<file path="src/rtl/rf_port_arbiter_pkg.sv">
// Shared defaults and round-robin helpers for the register-file port arbiter.
package rf_port_arbiter_pkg;

    // Default register file geometry; must match the attached register file.
    localparam int unsigned RF_DATA_WIDTH = 32;
    localparam int unsigned RF_ADDR_WIDTH = 5;

    // Pointer width for an N-way arbiter; never narrower than one bit.
    function automatic int unsigned rr_idx_w(input int unsigned n);
        return (n > 1) ? $clog2(n) : 1;
    endfunction

    // Search distance of requester idx from the priority pointer, modulo n.
    function automatic int unsigned rr_distance(input int unsigned idx,
                                                input int unsigned ptr,
                                                input int unsigned n);
        return (idx + n - ptr) % n;
    endfunction

endpackage

</file>
<file path="src/rtl/rf_port_arbiter_rr_arbiter.sv">
// N-way round-robin arbiter: one-hot grant to the first valid at or after
// the pointer (wrapping), pointer moves past the winner on every grant.
module rr_arbiter
    import rf_port_arbiter_pkg::*;
#(
    parameter int unsigned N = 2
) (
    input  logic         clk,
    input  logic         rst,
    input  logic [N-1:0] valid,
    output logic [N-1:0] grant
);

    localparam int unsigned IDX_W = rr_idx_w(N);

    logic [IDX_W-1:0] ptr;
    logic [IDX_W-1:0] ptr_nxt;
    logic             any_valid;

    // Pick the valid requester closest to ptr; grants are suppressed in reset.
    always_comb begin
        int unsigned best_dist;
        int unsigned win;
        best_dist = N;
        win       = 0;
        any_valid = 1'b0;
        grant     = '0;
        ptr_nxt   = ptr;
        for (int unsigned i = 0; i < N; i++) begin
            if (valid[i] && (rr_distance(i, 32'(ptr), N) < best_dist)) begin
                best_dist = rr_distance(i, 32'(ptr), N);
                win       = i;
                any_valid = 1'b1;
            end
        end
        if (any_valid && !rst) begin
            for (int unsigned i = 0; i < N; i++) begin
                grant[i] = (i == win);
            end
            ptr_nxt = IDX_W'((win + 1) % N);
        end
    end

    // Priority pointer: holds when idle, otherwise one past the winner.
    always_ff @(posedge clk or posedge rst) begin
        if (rst) begin
            ptr <= '0;
        end else begin
            ptr <= ptr_nxt;
        end
    end

endmodule

</file>
<file path="src/rtl/rf_port_arbiter.sv">
// Shares the single write and single read port of a register file between
// NUM_REQ requesters. Writes pass straight through on the handshake; read data
// is registered and returned one cycle after grant. No read-after-write
// forwarding: a read in the same cycle as a write to that address sees the
// old value.
module rf_port_arbiter
    import rf_port_arbiter_pkg::*;
#(
    parameter int unsigned DATA_WIDTH = RF_DATA_WIDTH,
    parameter int unsigned ADDR_WIDTH = RF_ADDR_WIDTH,
    parameter int unsigned NUM_REQ    = 2
) (
    input  logic                           clk,
    input  logic                           rst,
    input  logic [NUM_REQ-1:0]             w_valid_i,
    input  logic [NUM_REQ*ADDR_WIDTH-1:0]  w_addr_i,
    input  logic [NUM_REQ*DATA_WIDTH-1:0]  w_data_i,
    output logic [NUM_REQ-1:0]             w_ready_o,
    input  logic [NUM_REQ-1:0]             r_valid_i,
    input  logic [NUM_REQ*ADDR_WIDTH-1:0]  r_addr_i,
    output logic [NUM_REQ-1:0]             r_ready_o,
    output logic [NUM_REQ-1:0]             r_rvalid_o,
    output logic [DATA_WIDTH-1:0]          r_rdata_o,
    output logic                           rf_we_o,
    output logic [ADDR_WIDTH-1:0]          rf_wa_o,
    output logic [DATA_WIDTH-1:0]          rf_wd_o,
    output logic [ADDR_WIDTH-1:0]          rf_ra_o,
    input  logic [DATA_WIDTH-1:0]          rf_rd_i
);

    logic [NUM_REQ-1:0] w_gnt;
    logic [NUM_REQ-1:0] r_gnt;

    rr_arbiter #(
        .N (NUM_REQ)
    ) u_w_arb (
        .clk   (clk),
        .rst   (rst),
        .valid (w_valid_i),
        .grant (w_gnt)
    );

    rr_arbiter #(
        .N (NUM_REQ)
    ) u_r_arb (
        .clk   (clk),
        .rst   (rst),
        .valid (r_valid_i),
        .grant (r_gnt)
    );

    assign w_ready_o = w_gnt;
    assign r_ready_o = r_gnt;
    assign rf_we_o   = |w_gnt;

    // Write port mux: granted requester's address/data, zero when idle.
    always_comb begin
        rf_wa_o = '0;
        rf_wd_o = '0;
        for (int unsigned i = 0; i < NUM_REQ; i++) begin
            if (w_gnt[i]) begin
                rf_wa_o = w_addr_i[i*ADDR_WIDTH +: ADDR_WIDTH];
                rf_wd_o = w_data_i[i*DATA_WIDTH +: DATA_WIDTH];
            end
        end
    end

    // Read address mux: granted requester's address, zero when idle.
    always_comb begin
        rf_ra_o = '0;
        for (int unsigned i = 0; i < NUM_REQ; i++) begin
            if (r_gnt[i]) begin
                rf_ra_o = r_addr_i[i*ADDR_WIDTH +: ADDR_WIDTH];
            end
        end
    end

    // Read response: capture data at the grant edge, tag it with the grant.
    always_ff @(posedge clk or posedge rst) begin
        if (rst) begin
            r_rvalid_o <= '0;
            r_rdata_o  <= '0;
        end else begin
            r_rvalid_o <= r_gnt;
            if (|r_gnt) begin
                r_rdata_o <= rf_rd_i;
            end
        end
    end

endmodule

</file>
<file path="config.mk">
export PLATFORM = sky130hd
export DESIGN_NAME = rf_port_arbiter
export DESIGN_NICKNAME = d
export VERILOG_FILES = /design/src/rtl/rf_port_arbiter_pkg.sv /design/src/rtl/rf_port_arbiter_rr_arbiter.sv /design/src/rtl/rf_port_arbiter.sv
export SDC_FILE = /design/constraint.sdc
export NUM_CORES = 1
export LEC_CHECK = 0
export BUFFER_PORTS_ARGS = -buffer_cell sky130_fd_sc_hd__buf_2
export CELL_PAD_IN_SITES_DETAIL_PLACEMENT = 0
export CELL_PAD_IN_SITES_GLOBAL_PLACEMENT = 1
export CORE_ASPECT_RATIO = 0.5
export CORE_MARGIN = 3
export CORE_UTILIZATION = 26
export CTS_BUF_LIST = sky130_fd_sc_hd__clkbuf_8
export DETAILED_ROUTE_END_ITERATION = 16
export PLACE_DENSITY_LB_ADDON = 0.1
export SYNTH_ARGS = -nofsm -noshare
export SYNTH_HDL_FRONTEND = slang
export SYNTH_SLANG_ARGS = --single-unit
</file>
<file path="constraint.sdc">
create_clock -name clk -period 1.25 [get_ports clk]
set_clock_uncertainty 0.2 [all_clocks]
set_input_delay 0 -clock clk [delete_from_list [all_inputs] [get_ports clk]]
set_output_delay 0 -clock clk [all_outputs]
set_load 0.01 [all_outputs]
</file>
== Word level (Yosys, flattened, before mapping) ==
Index checks and enable logic that the tools add are counted.

* Add/subtract/negate cells: 6
* $lt $le $gt $ge: 4
* Equality and inequality tests: 2
* Mux-type cells: 16
* Reductions and logical operators: 11

{| class="wikitable"
|+ Operators by type and width
! kind !! number
|-
| $logic_not A32 Y1 || 2
|-
| $mux W32 || 2
|-
| $mux W5 || 4
|-
| $mux W2 || 4
|-
| $logic_and A1 B1 Y1 || 6
|-
| $mux W1 || 6
|-
| $lt A1 B2 Y1 || 2
|-
| $lt A1 B2 Y1 const B || 2
|-
| $reduce_or A2 Y1 || 2
|-
| $sub A1 B1 Y1 const A || 4
|-
| $add A1 B1 Y1 const B || 2
|-
| $eq A1 B1 Y1 const A || 2
|-
| $logic_not A1 Y1 || 1
|}

* Register bits: 36
* Input port bits: 122
* Output and inout port bits: 81
* Word-level logic and storage cells: 43

== Depth between registers and ports, before layout ==
Gate-level depths: netlist of run 1.

* Depth after elaboration: 11
* Mapped depth: 4

== Modules after synthesis ==
Synthesis of run 1 repeated with hierarchy kept, for this count alone.

* Cells, all modules: 146
* Area, all modules: 1960.6 um^2

{| class="wikitable"
|+ Modules (own cells, without submodules)
! module !! instances !! cells an instance !! area each (um^2) !! sequential area each (um^2)
|-
| rf_port_arbiter || 1 || 130 || 1820.5 || 850.8
|-
| rr_arbiter || 2 || 8 || 70.1 || 25.0
|}

== Least setup slack after synthesis of run 1 ==
OpenSTA, ideal clock, no wires.

* Kind: input-to-reg
* From: input port rst
* To: register u_r_arb.ptr
* Arrival time: 1275 ps
* Path slack: -294 ps
* Cell stages on the path: 4
* Path through: buf_6 -> buf_2 -> inv_1 -> a22o_1

* Word-level cells in the longest chain between the ends: 2

{| class="wikitable"
|+ RTL lines
! what !! RTL line !! text
|-
| start: declaration || rf_port_arbiter.sv:14 || <nowiki>input logic rst,</nowiki>
|-
| $logic_not A1 Y1 || rf_port_arbiter_rr_arbiter.sv:36 || <nowiki>if (any_valid && !rst) begin</nowiki>
|-
| $logic_and A1 B1 Y1 || rf_port_arbiter_rr_arbiter.sv:36 ||
|-
| end signal: assignment || rf_port_arbiter_rr_arbiter.sv:49 || <nowiki>ptr <= ptr_nxt;</nowiki>
|-
| end: declaration || rf_port_arbiter_rr_arbiter.sv:16 || <nowiki>logic [IDX_W-1:0] ptr;</nowiki>
|}

Every way passes these cells.
A chain may end at the register's enable or synchronous reset.

== Worst setup path in the final report of run 1 ==
* From: register u_w_arb.ptr
* To: output port rf_wd_o[6]

* Word-level cells in the longest chain between the ends: 11
* Elaborated cells between the ends (all ways): 16

{| class="wikitable"
|+ RTL lines
! what !! RTL line !! text
|-
| start: declaration || rf_port_arbiter_rr_arbiter.sv:16 ||
|-
| start signal: assignment || rf_port_arbiter_rr_arbiter.sv:49 ||
|-
| $sub A1 B1 Y1 || rf_port_arbiter_pkg.sv:17 || <nowiki>return (idx + n - ptr) % n;</nowiki>
|-
| $lt A1 B2 Y1 || rf_port_arbiter_rr_arbiter.sv:30 || <nowiki>if (valid[i] && (rr_distance(i, 32'(ptr), N) < best_dist)) begin</nowiki>
|-
| $logic_and A1 B1 Y1 || rf_port_arbiter_rr_arbiter.sv:30 ||
|-
| $mux W2 || rf_port_arbiter_rr_arbiter.sv:30 ||
|-
| $lt A1 B2 Y1 || rf_port_arbiter_rr_arbiter.sv:30 ||
|-
| $logic_and A1 B1 Y1 || rf_port_arbiter_rr_arbiter.sv:30 ||
|-
| $mux W1 || rf_port_arbiter_rr_arbiter.sv:30 ||
|-
| $logic_not A32 Y1 or $logic_and A1 B1 Y1 (tied branches) || rf_port_arbiter_rr_arbiter.sv:38, rf_port_arbiter_rr_arbiter.sv:36 ||
|-
| $mux W2 (*) || rf_port_arbiter_rr_arbiter.sv:36 ||
|-
| $mux W32 || rf_port_arbiter.sv:61 || <nowiki>if (w_gnt[i]) begin</nowiki>
|-
| $mux W32 (*) || rf_port_arbiter.sv:61 ||
|-
| end: declaration || rf_port_arbiter.sv:26 || <nowiki>output logic [DATA_WIDTH-1:0] rf_wd_o,</nowiki>
|}

Every way passes the cells marked *; elsewhere a longest branch is shown, timed or not.

==> metrics.md, run 1 <==
| Metric | Value |
|---|---|
| Slowest cell on the critical path | dfrtp_2 |
| Worst flop-to-flop path endpoint | u_r_arb.ptr |
| CP Depth | 4 |
| Hold_ws | -0.136 ns |
| Fin cells | 607 |
| FMAX | 611 MHz |
| Max Cap Viol | 0 |
| CP endpoint kind | output port |
| Minimum clock period | 1.64 ns |
| Total number of vias | 2648 |
| Top post-synthesis cells by count | nand2b_1 (86), dfrtp_1 (36), mux2_2 (30) |
| Total grt overflow | 0 |
| I/O pin cnt | 203 |
| Worst IR drop on VDD | 0.368 mV |
| Comb power frac | 0.423 |
| Pin count of the biggest net entering global routing | 79 |
| CP delay by family, top | flip-flops |
| Startpoint Class | flip-flop |
| Post-synth EDFFs | 0 |
| N_diodes | 0 |
| Vert. Die Dim | 76.8 um |
| Clk pin slew, worst setup/hold paths | 0.06 ns |
| Vias in the first global route | 2789 |
| Sequential Power Share | 0.381 |
| Area delta synth->final | 71.0% |
| Largest area contributor in the netlist | dfrtp_1 |
| FF-to-FF setup slack | 0.04 ns |
| Maximum clock path buffer count | 2 |
| #FFs+latches synth | 36 |
| Cell internal pwr | 0.00253 W |
| # clock sinks | 36 |
| Final WL | 8.27 mm |
| Crit-path max cell delay | 0.45 ns |
| Synth Warn # | 0 |
| CP Launch Point | u_w_arb.ptr |
| Final setup TNS | -14.90 ns |
| Post-synthesis cell count | 238 |
| Cts bufs inserted | 5 |
| Switching Power | 0.00116 W |
| Setup WS post-layout | -0.388 ns |
| Placed Cells | 564 |
| HP Class | in2reg |
| Failing checks | hold timing, setup timing |
| Syn Nets | 360 |
| Max H-tree Level | 2 |
| Hold Fails Final Rpt | 3 |
| Top_reg_cell synth | dfrtp_1 |
| Placed inst area | 3830 um2 |
| Setup-failing EPs final | 46 |
| Worst-case reg-to-reg path depth | 3 |
| CP required | 1.05 ns |
| Root Driver | clkbuf_8 |
| Share of synthesized registers carrying an async set or reset | 1.00 |
| Clk pwr share | 0.197 |
| Register area share after synthesis | 0.346 |
| First-pass GRT wire length | 13.1 mm |
| Mapped cell area | 2610 um2 |
| Starting density of the core | 0.271 |
| Initial DRC Count | 66 |
| # port buffers | 202 |
| Row cnt | 25 |
| Cell variety after synth | 17 |
| CP Capture Point | rf_wd_o[6] |
| Final Cycle Share | 1.31 |
| Initial antenna violation count | 0 |
| Later-pin clock latency in the skew report | 0.27 ns |
| Nets | 594 |
| P_leak | 2.10 nW |
| Critical path class | reg2out |
| Buf/Inv on CP | 2 |
| First-pass DRT Iterations | 3 |
| Die width | 148 um |
| Layout cells sized above 1 | 0.648 |
| Total track usage | 0.137 |
| ANT nets after route | 0 |
| Synth top area share | 0.346 |
| Hpwl dp | 6.26 mm |
| Crit path DAT | 1.44 ns |
| Routability cong. | 0.723 |
| Cell Pwr Density | 830 nW/um2 |
| Die area | 11300 um2 |
| Status | finished, violations left |
| RSZ-0062 raised after global routing | yes |
| Hold_buf cts | 35 |
| WL/cell | 13.6 um |
| Core box area | 9600 um2 |
| Cell with the most instances after synthesis | nand2b_1 |
| Worst path cell trace | a21bo_4 -> buf_12 -> o32ai_1 -> buf_2 |
| Crit path max fanout | 14 |
| Avg Inst Size Synth | 11.0 um2 |
| Sw Share | 0.314 |
| CTS tree | done |
| Synth top area cells | dfrtp_1 (35%), nand2b_1 (21%), mux2_2 (13%) |
| Rel. slew slack | 0.796 |
| Slew Viols, Final | 0 |
| # fillers | 953 |
| Finished Cell Area | 4460 um2 |
| Residual DRC | 0 |
| Slew @ Worst Pin | 0.305 ns |
| R2R Path Start | u_r_arb.ptr |
| DR vias/cell | 4.36 |
-- worst min-delay path: stages --
cell and delay [ns]:
buf_2 0.13, nand2b_1 0.11, nor2_2 0.05
-- what timing repair did --
| action | 4_1_cts | 5_1_grt |
|---|---|---|
| buffers inserted | 0 | 1 |
| endpoints found under the setup margin | 48 | 46 |
| endpoints found under the hold margin | 72 | 3 |
| pin swaps | 1 | 5 |
| resized for setup | 27 | 4 |
-- through the flow --
step                worst slack [ns]   util  power (W)
detailed placement            -0.118  0.399    0.00282
finish                        -0.388  0.464    0.00370
global placement              -0.122  0.399    0.00279
global route                  -0.460  0.464    0.00395
CTS                           -0.412  0.461    0.00375
floorplan                     -0.150      -    0.00221
-- layout by cell type, fill, tap and decap left out, types with 5 or more instances in the layout --
cell,netlist,layout
buf_4,2,6
buf_12,0,8
mux2_2,30,30
o32ai_2,20,40
buf_2,5,201
dfrtp_1,36,34
nor2_1,7,5
dlygate4sd3_1,0,35
nand2b_1,86,86
clkbuf_8,0,5
-- final cells by class --
class                      count  area [um2]  area share
multi-input combinational    174        1710       0.383
timing repair buffer         252        1580       0.356
sequential                    36         903       0.203
tap                          135         169      0.0379
clock buffer                   5        68.8      0.0154
inverter                       3        15.0     0.00337
clock inverter                 2        8.76     0.00197
-- power by group through the flow --
stage	registers [W]	logic [W]	clock network, W
finish	0.00141	0.00156	0.000727
global route	0.00143	0.00169	0.000831
CTS	0.00141	0.00157	0.000773
detailed placement	0.00142	0.00140	0
global placement	0.00141	0.00138	0
floorplan	0.00148	0.000723	0
-- logic make-up after synthesis --
logic type | after synthesis | share of synthesized area
compound gates | 47 | 0.220
buf+inv | 28 | 0.0715
flops | 36 | 0.346
mux | 32 | 0.141
simple gates | 95 | 0.221
-- how the worst min path moves through the flow --
stage,from,end,slack (ns),cells past startpoint
floorplan,w_valid_i[0],u_w_arb.ptr,-0.07,1
detailed placement,rst,u_w_arb.ptr,0.04,4
finish,r_valid_i[1],r_rvalid_o[1],-0.14,3
global placement,rf_rd_i[25],r_rdata_o[25],0.03,2
global route,r_valid_i[1],r_rvalid_o[1],-0.12,3
CTS,r_valid_i[1],r_rvalid_o[1],-0.14,3
-- registers in the layout (all words and copies together) (netlist names) --
signal       cells
r_rvalid_o       2
u_r_arb.ptr      1
u_w_arb.ptr      1
r_rdata_o       32
-- metal layers --
metal / wire (um) / GRT usage / vias to the layer above
met5: 0 / 0 / -
li1: - / - / 1322
met4: 55 / 0.0260 / 0
met3: 448 / 0.0218 / 4
met1: 3240 / 0.154 / 1237
met2: 4530 / 0.272 / 85
(Power assumes the default switching activity.)
==> inputs of run 2 (changes only) <==
Settings changed: PLACE_DENSITY set to 0.86, PLACE_DENSITY_LB_ADDON 0.1 to unset, TNS_END_PERCENT set to 30.
==> run 2 against run 1 <==
Against the previous run: the flow still finishes with violations (hold timing, setup timing); global-route usage grew 0.78 points; clock power grew 37%; routed wire length grew 2.9%; fmax grew 1.4%; critical path depth is the same; via count grew 3.7%; worst hold slack lost 0.017 ns; cell area shrank 1.1%; largest cell class unchanged.
==> metrics.md, run 2 (synthesis results as in run 1) <==
| Metric | Value |
|---|---|
| Root Driver | clkbuf_8 |
| Largest reg by FF count | r_rdata_o |
| # port buffers | 202 (unchanged) |
| Final WL | 8.51 mm (+2.9%) |
| P_leak | 2.07 nW (-1.2%) |
| Die area | 11300 um2 (unchanged) |
| First-pass GRT wire length | 13.8 mm (+5.1%) |
| Maximum clock path buffer count | 2 (unchanged) |
| Initial DRC Count | 81 (+23%) |
| Worst IR drop on VDD | 0.470 mV (+28%) |
| Layout cells sized above 1 | 0.637 (-0.0114) |
| Setup Fix Bufs, Post-CTS | 0 (unchanged) |
| I/O pin cnt | 203 (unchanged) |
| Hold EP | r_rvalid_o[1] |
| Starting density of the core | 0.271 (unchanged) |
| CTS tree | done |
| Startpoint Class | flip-flop |
| Tot Pwr | 0.00393 W (+6.3%) |
| Total grt overflow | 0 (unchanged) |
| Max Cap Viol | 0 (unchanged) |
| Top Registers | r_rdata_o x32, r_rvalid_o x2 |
| Worst-case reg-to-reg path depth | 3 (unchanged) |
| Pin count of the biggest net entering global routing | 69 (-13%) |
| Row cnt | 25 (unchanged) |
| N_diodes | 0 (unchanged) |
| Residual DRC | 0 (unchanged) |
| Crit path max fanout | 28 (+14) |
| Cts bufs inserted | 5 (unchanged) |
| Initial antenna violation count | 0 (unchanged) |
| Rel. slew slack | 0.783 (-0.0132) |
| Hold_ws | -0.153 ns (-0.0169 ns) |
| ANT nets after route | 0 (unchanged) |
| Status | finished, violations left |
| Failing checks | hold timing, setup timing |
| # fillers | 910 (-4.5%) |
| R2R Path Start | u_r_arb.ptr |
| CP endpoint kind | output port |
| Hold Fails Final Rpt | 2 (-1) |
| Hold depth | 3 (unchanged) |
| Hold Path Origin | r_valid_i[1] |
| Slew @ Worst Pin | 0.325 ns (+0.0198 ns) |
| HP Class | in2reg |
| Later-pin clock latency in the skew report | 0.28 ns (about the same) |
| WL/cell | 14.0 um (+3.0%) |
| Clk pin slew, worst setup/hold paths | 0.07 ns (about the same) |
| DR vias/cell | 4.53 (+3.9%) |
| Max FFs per register | 32 (unchanged) |
| Slew Viols, Final | 0 (unchanged) |
| CP required | 1.05 ns (about the same) |
| Cell Pwr Density | 892 nW/um2 (+7.5%) |
| First-pass DRT Iterations | 4 (+1) |
| Most common cell after layout, fill and taps aside | buf_2 |
| Setup WS post-layout | -0.365 ns (+0.0226 ns) |
| Setup-failing EPs final | 46 (unchanged) |
| Hold_buf cts | 35 (unchanged) |
| Die width | 148 um (unchanged) |
| Vert. Die Dim | 76.8 um (unchanged) |
| Most frequent cells in the layout | buf_2 (202), nand2b_1 (86), o32ai_2 (36), dfrtp_1 (36), dlygate4sd3_1 (35) |
| RSZ-0062 raised after global routing | yes |
| Minimum clock period | 1.62 ns (-0.0226 ns) |
| Final Cycle Share | 1.29 (-0.0181) |
| Nets | 592 (-0.34%) |
| Total number of vias | 2747 (+3.7%) |
| Crit path DAT | 1.42 ns (-0.02 ns) |
| Placed Cells | 563 (-0.18%) |
| Routability cong. | 0.785 (+8.6%) |
| Hpwl dp | 6.04 mm (-3.5%) |
| FF-to-FF setup slack | 0.14 ns (+0.10 ns) |
| FMAX | 619 MHz (+1.4%) |
| Worst flop-to-flop path endpoint | u_r_arb.ptr |
| Area delta synth->final | 69.0% |
| # clock sinks | 36 (unchanged) |
| Critical path class | reg2out |
| Core box area | 9600 um2 (unchanged) |
| Max H-tree Level | 2 (unchanged) |
| Total track usage | 0.145 (+0.00782) |
| Fin cells | 606 (-0.16%) |
| Vias in the first global route | 2837 (+1.7%) |
## run 2: cell types whose count changed in the layout (fill, tap and decap cells not counted), sizes merged
cell	before	now
buf	217	215
bufinv	0	1
clkinvlp	1	2
inv	3	2
## run 2: critical path, cell delays in order (launching register included)
cell	delay (ns)
dfrtp_1	0.43
nor2b_4	0.08
buf_12	0.18
o32ai_1	0.27
buf_2	0.17
## run 2: timing repair
item / CTS / global route
endpoints found under the hold margin: 72 / 2
setup endpoints to repair: 46 / 82
gates cloned: 0 / 0
pin swaps: 4 / 6
resized for setup: 7 / 17
## run 2: final cells by class
type                       count  area, um2  area share
inverter                       3       15.0     0.00341
clock inverter                 3       42.5     0.00966
sequential                    36        901       0.204
clock buffer                   5       68.8      0.0156
tap                          135        169      0.0383
multi-input combinational    174       1680       0.381
timing repair buffer         250       1530       0.348
## run 2: worst max path at each step
stage / start / end / cells past startpoint
after floorplan: rst / u_r_arb.ptr / 4
after global placement: u_w_arb.ptr / rf_wd_o[2] / 4
after detailed placement: u_w_arb.ptr / rf_wa_o[2] / 4
after CTS: u_w_arb.ptr / rf_wa_o[2] / 4
after global routing: u_w_arb.ptr / rf_wa_o[0] / 4
final: u_w_arb.ptr / rf_wa_o[0] / 4
## run 2: power breakdown
part / internal [W] / total, W / switching [W] / leakage (nW)
clock network: 0.000590 / 0.000995 / 0.000405 / 0.0541
registers: 0.00132 / 0.00140 / 0.0000809 / 0.425
logic: 0.000811 / 0.00154 / 0.000725 / 1.59
total: 0.00272 / 0.00393 / 0.00121 / 2.07
## run 2: through the flow
stage	worst slack (ns)	instance area [um2]	util	TNS (ns)	hold WS, ns
finish	-0.365	4410	0.459	-14.64	-0.153
floorplan	-0.150	2620	-	-0.150	-0.0675
global route	-0.434	4410	0.459	-17.90	-0.127
detailed placement	-0.0756	3780	0.394	-1.41	0.0361
CTS	-0.400	4280	0.446	-15.52	-0.162
global placement	-0.0398	3780	0.394	-0.875	0.0317
## run 2: metal layers
layer  vias to the layer above  track usage  part of all wire
met5                         -            0                 0
met4                         0       0.0446             0.017
met3                        14       0.0201             0.039
met2                        79        0.302              0.60
met1                      1336        0.147              0.35
li1                       1318            -                 -
